--- src/rtl/bus_grant_arbiter.sv ---
// bus_grant_arbiter: 8-way round-robin bus arbiter with active-low one-hot
// grants, a bounded hold time per master and an idle guard gap between
// successive masters so two bus drivers can never overlap.

module bus_grant_arbiter #(
    parameter int MAX_HOLD  = 16,
    parameter int GUARD_CYC = 1
) (
    input  logic       clk,
    input  logic       rst,
    input  logic       en,
    input  logic [7:0] req,
    input  logic       rel,
    output logic [7:0] gnt_n,
    output logic [2:0] gnt_idx,
    output logic       busy,
    output logic       timeout
);

    typedef enum logic [1:0] {
        IDLE  = 2'd0,
        GRANT = 2'd1,
        GUARD = 2'd2
    } state_t;

    state_t     state;
    logic [2:0] ptr;
    logic [7:0] hold_cnt;
    logic [3:0] guard_cnt;

    logic [2:0] sel;
    logic       found;
    logic [2:0] scan_idx;
    logic       vol_release;
    logic       hold_expired;

    // Pick the first requester at or after the round-robin pointer.
    always_comb begin
        sel      = 3'd0;
        found    = 1'b0;
        scan_idx = 3'd0;
        for (int i = 0; i < 8; i++) begin
            scan_idx = ptr + 3'(i);
            if (!found && req[scan_idx]) begin
                found = 1'b1;
                sel   = scan_idx;
            end
        end
    end

    // Exit conditions for the current master; voluntary release beats revoke.
    always_comb begin
        vol_release  = ~req[gnt_idx] | rel;
        hold_expired = (hold_cnt == 8'(MAX_HOLD));
    end

    // Arbitration state machine; every output is registered here.
    always_ff @(posedge clk or posedge rst) begin
        if (rst) begin
            state     <= IDLE;
            ptr       <= 3'd0;
            hold_cnt  <= 8'd0;
            guard_cnt <= 4'd0;
            gnt_n     <= 8'hFF;
            gnt_idx   <= 3'd0;
            busy      <= 1'b0;
            timeout   <= 1'b0;
        end else begin
            timeout <= 1'b0;
            case (state)
                IDLE: begin
                    gnt_n <= 8'hFF;
                    busy  <= 1'b0;
                    if (en && found) begin
                        state    <= GRANT;
                        gnt_n    <= ~(8'd1 << sel);
                        gnt_idx  <= sel;
                        busy     <= 1'b1;
                        hold_cnt <= 8'd1;
                        ptr      <= sel + 3'd1;
                    end
                end
                GRANT: begin
                    if (vol_release || hold_expired) begin
                        state     <= GUARD;
                        gnt_n     <= 8'hFF;
                        guard_cnt <= 4'd1;
                        timeout   <= ~vol_release;
                    end else if (!hold_expired) begin
                        hold_cnt <= hold_cnt + 8'd1;
                    end
                end
                GUARD: begin
                    gnt_n <= 8'hFF;
                    if (guard_cnt == 4'(GUARD_CYC)) begin
                        state <= IDLE;
                        busy  <= 1'b0;
                    end else begin
                        guard_cnt <= guard_cnt + 4'd1;
                    end
                end
                default: begin
                    state <= IDLE;
                    gnt_n <= 8'hFF;
                    busy  <= 1'b0;
                end
            endcase
        end
    end

endmodule

--- config.mk ---
export PLATFORM = sky130hd
export DESIGN_NAME = bus_grant_arbiter
export DESIGN_NICKNAME = d
export VERILOG_FILES = /design/src/rtl/bus_grant_arbiter.sv
export SDC_FILE = /design/constraint.sdc
export NUM_CORES = 1
export LEC_CHECK = 0
export BUFFER_PORTS_ARGS = -buffer_cell sky130_fd_sc_hd__buf_2
export CAP_MARGIN = 20
export CORE_ASPECT_RATIO = 1.25
export CORE_MARGIN = 5
export CORE_UTILIZATION = 30
export DETAILED_ROUTE_END_ITERATION = 7
export GPL_ROUTABILITY_DRIVEN = 0
export REMOVE_ABC_BUFFERS = 1
export SLEW_MARGIN = 10
export SYNTH_ARGS = -nofsm -noshare
export SYNTH_HDL_FRONTEND = slang
export SYNTH_SLANG_ARGS = --single-unit
--- constraint.sdc ---
create_clock -name clk -period 3.3 [get_ports clk]
set_input_delay 0.495 -clock clk [delete_from_list [all_inputs] [get_ports clk]]
set_output_delay 0.495 -clock clk [all_outputs]
set_load 0.01 [all_outputs]
# [Word level (Yosys, flattened, before mapping)]
# Cells that the tools add are included.
[word_totals] input_bits=12 wordCells=120 output_inout_bits=13 reg_bits=30
[classes] n_shift=1 muxes=53 n_reduce_logical=24 n_bitwise=5 n_addsub=10 eq_ne=10 n_lt_le_gt_ge=9
[op_table] cell="two-way mux 8 bit" n=5
[op_table] cell="less-than comparator 3 x 4 -> 1 bit (second input constant)" n=9
[op_table] cell="one-hot mux 8 bit (2 select lines)" n=2
[op_table] cell="binary-select mux 1 bit (select 3 bit)" n=9
[op_table] cell="two-way mux 3 bit" n=8
[op_table] cell="two-way mux 1 bit" n=21
[op_table] cell="adder 3 bit (second input constant)" n=4
[op_table] cell="!= test 2 bit (second input constant)" n=6
[op_table] cell="adder 8 x 1 -> 8 bit (second input constant)" n=1
[op_table] cell="equality test 8 x 5 -> 1 bit (second input constant)" n=1
[op_table] cell="logical AND 1 bit" n=8
[op_table] cell="two-way mux 4 bit" n=2
[op_table] cell="inverter 8 bit" n=1
[op_table] cell="one-hot mux 4 bit (2 select lines)" n=1
[op_table] cell="left shift 1 x 3 -> 8 bit (first input constant)" n=1
[op_table] cell="zero test 1 bit" n=7
[op_table] cell="adder 3 x 1 -> 3 bit (second input constant)" n=2
[op_table] cell="adder 3 x 2 -> 3 bit (second input constant)" n=2
[op_table] cell="two-way mux 2 bit" n=3
[op_table] cell="one-hot mux 2 bit (3 select lines)" n=1
[op_table] cell="AND reduction 3 bit" n=2
[op_table] cell="adder 4 x 1 -> 4 bit (second input constant)" n=1
[op_table] cell="equality test 4 x 1 -> 1 bit (second input constant)" n=1
[op_table] cell="AND reduction 2 bit" n=2
[op_table] cell="9 further kinds" n=12

# [Depth between registers and ports, before layout]
# Gate-level depths: netlist of run 1.
[depth] depth_word=28 mapped_depth=16 depth_no_buf=13

# [Worst setup path before layout of run 1]
# OpenSTA, ideal clock, no wires.
[synth_timing] kind="register -> register" startpoint="reg ptr[0]" endpoint="reg gnt_n[2]" path_stages_with_launch=15 period_less_slack_ns=3.209 setup_ns=0.084 n_path_buf=3 arrival_ns=3.125 slack_ns=0.091 path_cell_list="dfrtp_1 > buf_6 > buf_6 > inv_1 > ha_1 > buf_2 > mux4_2 > nand2b_1 > a32o_2 > nand4_2 > or3_4 > o21ai_4 > ha_1 > nand2_1 > o32a_2"
[synth_via] elab_chain_cells=28
[synth_lines] element="start: declaration" line="27" text="logic [2:0] ptr;"
[synth_lines] element="start signal: assignment" line="80" text="ptr <= sel + 3'd1;"
[synth_lines] element="branches (longest 23 deep; another with adder 3 x 1 -> 3 bit)"
[synth_lines] element="two-way mux 3 bit (*)" line="44" text="if (!found && req[scan_idx]) begin"
[synth_lines] element="via sel[1]" line="31" text="logic [2:0] sel;"
[synth_lines] element="left shift 1 x 3 -> 8 bit (*)" line="76" text="gnt_n <= ~(8'd1 << sel);"
[synth_lines] element="inverter 8 bit (*)" line="76"
[synth_lines] element="two-way mux 8 bit (*)" line="74" text="if (en && found) begin"
[synth_lines] element="one-hot mux 8 bit (2 select lines) (*)" line="70" text="case (state)"
[synth_lines] element="end signal: assignment" line="76"
[synth_lines] element="end: declaration" line="14" text="output logic [7:0] gnt_n,"
# Mark *: on every way through the listed nets, which the timed path passes. The select of a mux whose other input is x is not followed.
# A chain may end at the register's enable or synchronous reset.

# [Final worst setup path of run 1]
[layout_timing] startpoint="reg ptr[1]" endpoint="reg ptr[2]"
[layout_rtl] element="branches (longest 23 deep; another with adder 3 x 1 -> 3 bit)"
[layout_rtl] element="two-way mux 3 bit (*)" line="44"
[layout_rtl] element="via sel[1]" line="31"
[layout_rtl] element="adder 3 x 1 -> 3 bit (*)" line="80"
# Marks and branches as above.

==> results.json, run 1 <==
{
  "status": "completed",
  "die-area_um2": 10360,
  "fin_util_pct": 35.32,
  "insertedDiodeCount": 0,
  "synthTopCellsByArea": "dfrtp_1 (22%), mux4_2 (9.8%), dfstp_2 (8.3%), ha_1 (4.5%), nor2_1 (4.3%)",
  "synthTopCellsByCount": "nor2_1 (29), dfrtp_1 (22), nand2_1 (22)",
  "yosysMostFrequentCell": "nor2_1",
  "slowest_stage": "mux4_2",
  "netlist_area_um2": 2525,
  "num_rows": 37,
  "viasPerCell": 5.488,
  "synth_top_family_by_area": "multiplexers",
  "power_w": 0.003182,
  "yosysSeqAreaShare_pct": 30.13,
  "peakVddDrop_uv": 599.0,
  "finalCriticalPeriod_ns": 3.108,
  "antenna_found_initial": 0,
  "critPathRequiredTime_ns": 3.44,
  "drt-total-wl_um": 6283,
  "synth_compound_area_share_pct": 16.15,
  "grt_pass1_wl_um": 10600,
  "yosys.area.top_type": "dfrtp_1",
  "ctsHoldBuffers": 0,
  "cts_sinks": 30,
  "critPathKind": "reg2reg",
  "overflow": 0,
  "num_vias": 2058,
  "worstPathMaxFanout": 5,
  "crit_family": "simple AND/OR/NAND/NOR gates",
  "yosysWarningCount": 0,
  "period_share_pct": 94.18,
  "synth_top_area_share_pct": 21.80,
  "synthMuxAreaShare_pct": 23.49,
  "nNetsFinal": 298,
  "clockRootBuffer": "clkbuf_8",
  "max-slew-margin-rel_pct": 65.55,
  "wl_per_cell_um": 16.75,
  "finalNonFillerCells": 375,
  "grt_max_degree": 27,
  "synthSimpleGateAreaFrac_pct": 15.86,
  "portBuffers": 24,
  "start_util_pct": 30.64,
  "hold_slack_ns": 0.1368,
  "yosys_register_bits": 30,
  "cpPeakStageDelay_ns": 0.56,
  "max_slew.worst_pin.slew_ns": 0.5068,
  "critPathArrivalTime_ns": 3.25,
  "synth_cells": 246,
  "clockBufferDepth": 2,
  "first_pass_iters": 4,
  "hold_viol_final": 0,
  "max_freq_ghz": 0.3218,
  "crit_path_frequent_cell": "ha_1",
  "synth_ff_type": "dfrtp_1",
  "maxCapViolCount": 0,
  "clkSlewWorstSetupHoldPaths_ns": 0.06,
  "r2r_slack_ns": 0.19,
  "grt_usage_pct": 12.60,
  "cts_max_level": 2,
  "final_area_um2": 2910,
  "rsz0062_at_grt": "no",
  "drc": 0,
  "synth-xor-area-share_pct": 4.063,
  "grt_pass1_vias": 2128,
  "fp.dieH_um": 112.6,
  "hold_class": "in2async",
  "die_x_um": 92.06,
  "dp_hpwl_um": 4768,
  "layout-drive-gt1-share_pct": 32.37,
  "p_leak_nw": 1.227,
  "detail-route-antenna-nets": 0,
  "synth_edf_count": 0,
  "cp-start-kind": "flip-flop",
  "drv_slew": 0,
  "power_density_nw_per_um2": 1093,
  "finClkSkew_ns": 0.01207,
  "cts_tree": "built",
  "synth_area_per_cell_um2": 10.26,
  "postCtsSetupBuffers": 0,
  "place_area_um2": 2775,
  "setup_viol": 0,
  "ioPinCount": 25,
  "endpoint_kind": "flip-flop",
  "core-area_um2": 8240,
  "ys_types": 65,
  "crit_chain": "inv_1 > ha_1 > mux4_2 > nand2b_1 > a32o_2 > nand4_2 > or3_4 > o21ai_4 > inv_2 > nor2_1 > ha_1 > nand2_1 > o21ai_1",
  "cts_buffers": 5,
  "placed_cells": 366,
  "synthAdderAreaFrac_pct": 4.460,
  "layout-area-overhead-vs-synth_pct": 15.26,
  "drtIter0Drc": 128,
  "crit_buf_inv": 2,
  "async_reset_ff_share_pct": 100.0,
  "clock_latency_ns": 0.28
}
==> placed cells by master (no fill, tap or decap), drive strengths merged, types with 3 or more instances in the layout <==
cell    netlist  layout
mux4         14      14
and3          3       3
nand2        23      23
dfrtp        22      22
o32a          3       3
a21oi         8       8
buf           9      36
nand4         7       7
nand2b        4       4
mux2i        13      13
inv          14      14
nor2         30      30
o211ai        4       4
dfstp         8       8
clkbuf        3       8
o22a          3       3
a31oi         3       3
mux2         10      10
ha            9       9
xor2          9       9
o21ai        13      13
==> final cells by class <==
type | count | area, um2
Inverter | 16 | 61.31
Multi-Input combinational cell | 188 | 1630
Fill cell | 849 | 5330
Sequential cell | 30 | 760.7
Clock buffer | 8 | 90.09
Tap cell | 97 | 121.4
Timing Repair Buffer | 36 | 246.5
==> power by group <==
group | total (W) | switching (W) | internal, W
logic | 0.00226 | 0.00126 | 0.00100
clock network | 0.000300 | 0.000130 | 0.000170
registers | 0.000623 | 0.000122 | 0.000501
==> flip-flops by register name (all words and copies together), names as in the netlist <==
signal / count
gnt_n: 8
hold_cnt: 8
guard_cnt: 4
gnt_idx: 3
ptr: 3
state: 2
busy: 1
timeout: 1
==> metal layers <==
metal	vias to the layer above	share of wire (%)	GRT usage, %
met4	0	2.2	5.352
met2	59	51	21.39
met3	12	3.8	2.279
met1	1011	43	15.61
met5	-	0	0
li1	976	-	-
==> through the flow <==
stage / worst slack (ns) / TNS [ns]
3_5_place_dp: 0.1557 / 0
6_report: 0.1921 / 0
2_1_floorplan: -0.5426 / -5.077
3_3_place_gp: 0.2258 / 0
4_1_cts: 0.1332 / 0
5_1_grt: 0.001011 / 0
==> path summary, 6_finish.rpt <==
kind,from,to,cells after the start
worst max register to register,ptr[1]$_DFFE_PP0P_,ptr[2]$_DFFE_PP0P_,13
min in group clk,rel,timeout$_DFF_PP0_,2
worst max-delay path,ptr[1]$_DFFE_PP0P_,ptr[2]$_DFFE_PP0P_,13
max in group asynchronous,rst,gnt_n[3]$_DFFE_PP1P_,4
worst min register to register,busy$_DFFE_PP0P_,busy$_DFFE_PP0P_,2
worst min-delay path,rst,guard_cnt[1]$_DFFE_PP0P_,2
==> timing repair <==
item,4_1_cts,5_1_grt
endpoints found under the setup margin,0,3
resized for setup,0,3
endpoints found under the hold margin,0,0
==> kinds of logic after synthesis <==
logic type,count (synthesis)
DFF,30
muxes,37
buffers and inverters,28
xor gates and xnor gates,10
AOI/OAI and AO/OA,52
and+or+nand+nor,80
adders and majority gates,9
Power figures use the tool's default switching activity.
==> inputs of run 2 (changes only) <==
clock period = 2.7 ns   (was 3.3 ns; I/O delays follow)
==> run 2 against run 1 <==
Against the previous run:
- the run now ends with negative setup slack left
- critical path depth shrank 2
- non-clock buffer count grew 63
- cell area grew 22%
- largest cell class unchanged
- via count grew 11%
- critical endpoint is now gnt_n[2]$_DFFE_PP1P_
- sequential power grew 24%
==> results.json, run 2 (synthesis gave the netlist of run 1 again) <==
{
  "mostFrequentLayoutCells": "buf_4 (69), nor2_1 (26), buf_2 (25)",
  "setup_ws_ns": -0.1825,
  "tns_ns": -0.8669,
  "cp-start-kind": "flip-flop",
  "insertedDiodeCount": 0,
  "rsz0062_at_grt": "yes",
  "clock_latency_ns": 0.28,
  "power_w": 0.005061,
  "first_pass_iters": 4,
  "grt_max_degree": 27,
  "nNetsFinal": 362,
  "critPathKind": "reg2reg",
  "detail-route-antenna-nets": 0,
  "max_slew.worst_pin.slew_ns": 0.3340,
  "finClkSkew_ns": 0.01098,
  "met3_usage_pct": 1.609,
  "dp_hpwl_um": 5527,
  "clockRootBuffer": "clkbuf_8",
  "place_area_um2": 3183,
  "ioPinCount": 25,
  "critPathRequiredTime_ns": 2.91,
  "endpoint_kind": "flip-flop",
  "maxCapViolCount": 0,
  "drv_slew": 0,
  "finalCriticalPeriod_ns": 2.882,
  "wl_per_cell_um": 16.29,
  "num_vias": 2294,
  "max-slew-margin-rel_pct": 77.10,
  "start_util_pct": 30.64,
  "grt_pass1_vias": 2396,
  "status": "finished with violations",
  "cts_max_level": 2,
  "drc": 0,
  "hold_class": "in2async",
  "grt_pass1_wl_um": 11640,
  "core-area_um2": 8240,
  "grt_busiest_layer": "met2",
  "worstPathMaxFanout": 5,
  "critPathArrivalTime_ns": 3.09,
  "reg_top3": "gnt_n x8, hold_cnt x8, guard_cnt x4",
  "p_leak_nw": 1.530,
  "grt_usage_pct": 13.94,
  "viasPerCell": 5.226,
  "num_rows": 37,
  "setup_viol": 7,
  "die_x_um": 92.06,
  "max_freq_ghz": 0.3469,
  "fp.dieH_um": 112.6,
  "final_common_cell": "buf_4",
  "nFillCells": 806,
  "clkSlewWorstSetupHoldPaths_ns": 0.07,
  "cts_tree": "built",
  "cts_sinks": 30,
  "layout-drive-gt1-share_pct": 53.22,
  "violations": "negative setup slack",
  "layout-area-overhead-vs-synth_pct": 40.44,
  "drtIter0Drc": 99,
  "portBuffers": 24,
  "grt.met2_usage_pct": 25.68,
  "overflow": 0,
  "power_density_nw_per_um2": 1427,
  "ctsHoldBuffers": 0,
  "antenna_found_initial": 0,
  "use_met1_pct": 16.10,
  "peakVddDrop_uv": 489.9,
  "cts_buffers": 5,
  "final_area_um2": 3546,
  "die-area_um2": 10360,
  "clockBufferDepth": 2,
  "period_share_pct": 106.8,
  "hold_slack_ns": 0.05730,
  "hold_viol_final": 0,
  "drt-total-wl_um": 7151
}
run 2: final timing paths:
| check | start | end | slack, ns | cells after the start |
|---|---|---|---|---|
| min reg2reg | busy$_DFFE_PP0P_ | busy$_DFFE_PP0P_ | 0.50 | 2 |
| max in group asynchronous | rst | gnt_n[3]$_DFFE_PP1P_ | 2.00 | 4 |
| min in group clk | rel | timeout$_DFF_PP0_ | 0.31 | 2 |
| max reg2reg | ptr[0]$_DFFE_PP0P_ | gnt_n[2]$_DFFE_PP1P_ | -0.18 | 11 |
| max | ptr[0]$_DFFE_PP0P_ | gnt_n[2]$_DFFE_PP1P_ | -0.18 | 11 |
| min | rst | ptr[0]$_DFFE_PP0P_ | 0.06 | 2 |
run 2: per-layer routing:
| metal | share of wire, % | vias to the layer above | wire length [um] |
|---|---|---|---|
| li1 | - | 1107 | - |
| met1 | 42 | 1132 | 2971 |
| met2 | 53 | 43 | 3781 |
| met3 | 3.1 | 12 | 225 |
| met4 | 2.4 | 0 | 172 |
| met5 | 0 | - | 0 |
run 2: what timing repair did:
| item | in CTS | in global routing |
|---|---|---|
| pin swaps | 10 | 4 |
| gates resized for setup | 32 | 14 |
| hold endpoints to repair | 0 | 0 |
| gates cloned | 1 | 1 |
| buffers inserted | 4 | 2 |
| setup endpoints to repair | 23 | 20 |
run 2: area by class of cell:
type / instances / area (um2) / area share (%)
Clock buffer: 6 / 82.58 / 2.329
Inverter: 16 / 61.31 / 1.729
Timing Repair Buffer: 99 / 715.7 / 20.18
Clock inverter: 2 / 12.51 / 0.3529
Multi-Input combinational cell: 189 / 1789 / 50.46
Sequential cell: 30 / 763.2 / 21.52
Tap cell: 97 / 121.4 / 3.423
run 2: power breakdown:
part	switching, W	total [W]	leakage [nW]	internal (W)
Sequential	0.000156	0.000771	0.365	0.000615
Combinational	0.00192	0.00391	1.12	0.00199
Clock	0.000176	0.000381	0.0472	0.000205
run 2: critical path: stages, from the launching register on:
cell and delay, ns:
dfrtp_2 0.47, buf_6 0.16, buf_6 0.13, mux2_4 0.29
mux4_2 0.56, or2_1 0.26, nand4_1 0.12, a21oi_2 0.08
o21ai_4 0.18, ha_4 0.15, nand2_2 0.05, o32a_4 0.35
run 2: through the flow:
step / cells / worst slack (ns) / util, %
after floorplan: 234 / -1.143 / -
after global placement: 422 / -0.2896 / 38.63
after detailed placement: 422 / -0.3286 / 38.63
after CTS: 435 / -0.1672 / 41.83
after global routing: 439 / -0.3013 / 43.03
final: 439 / -0.1825 / 43.03
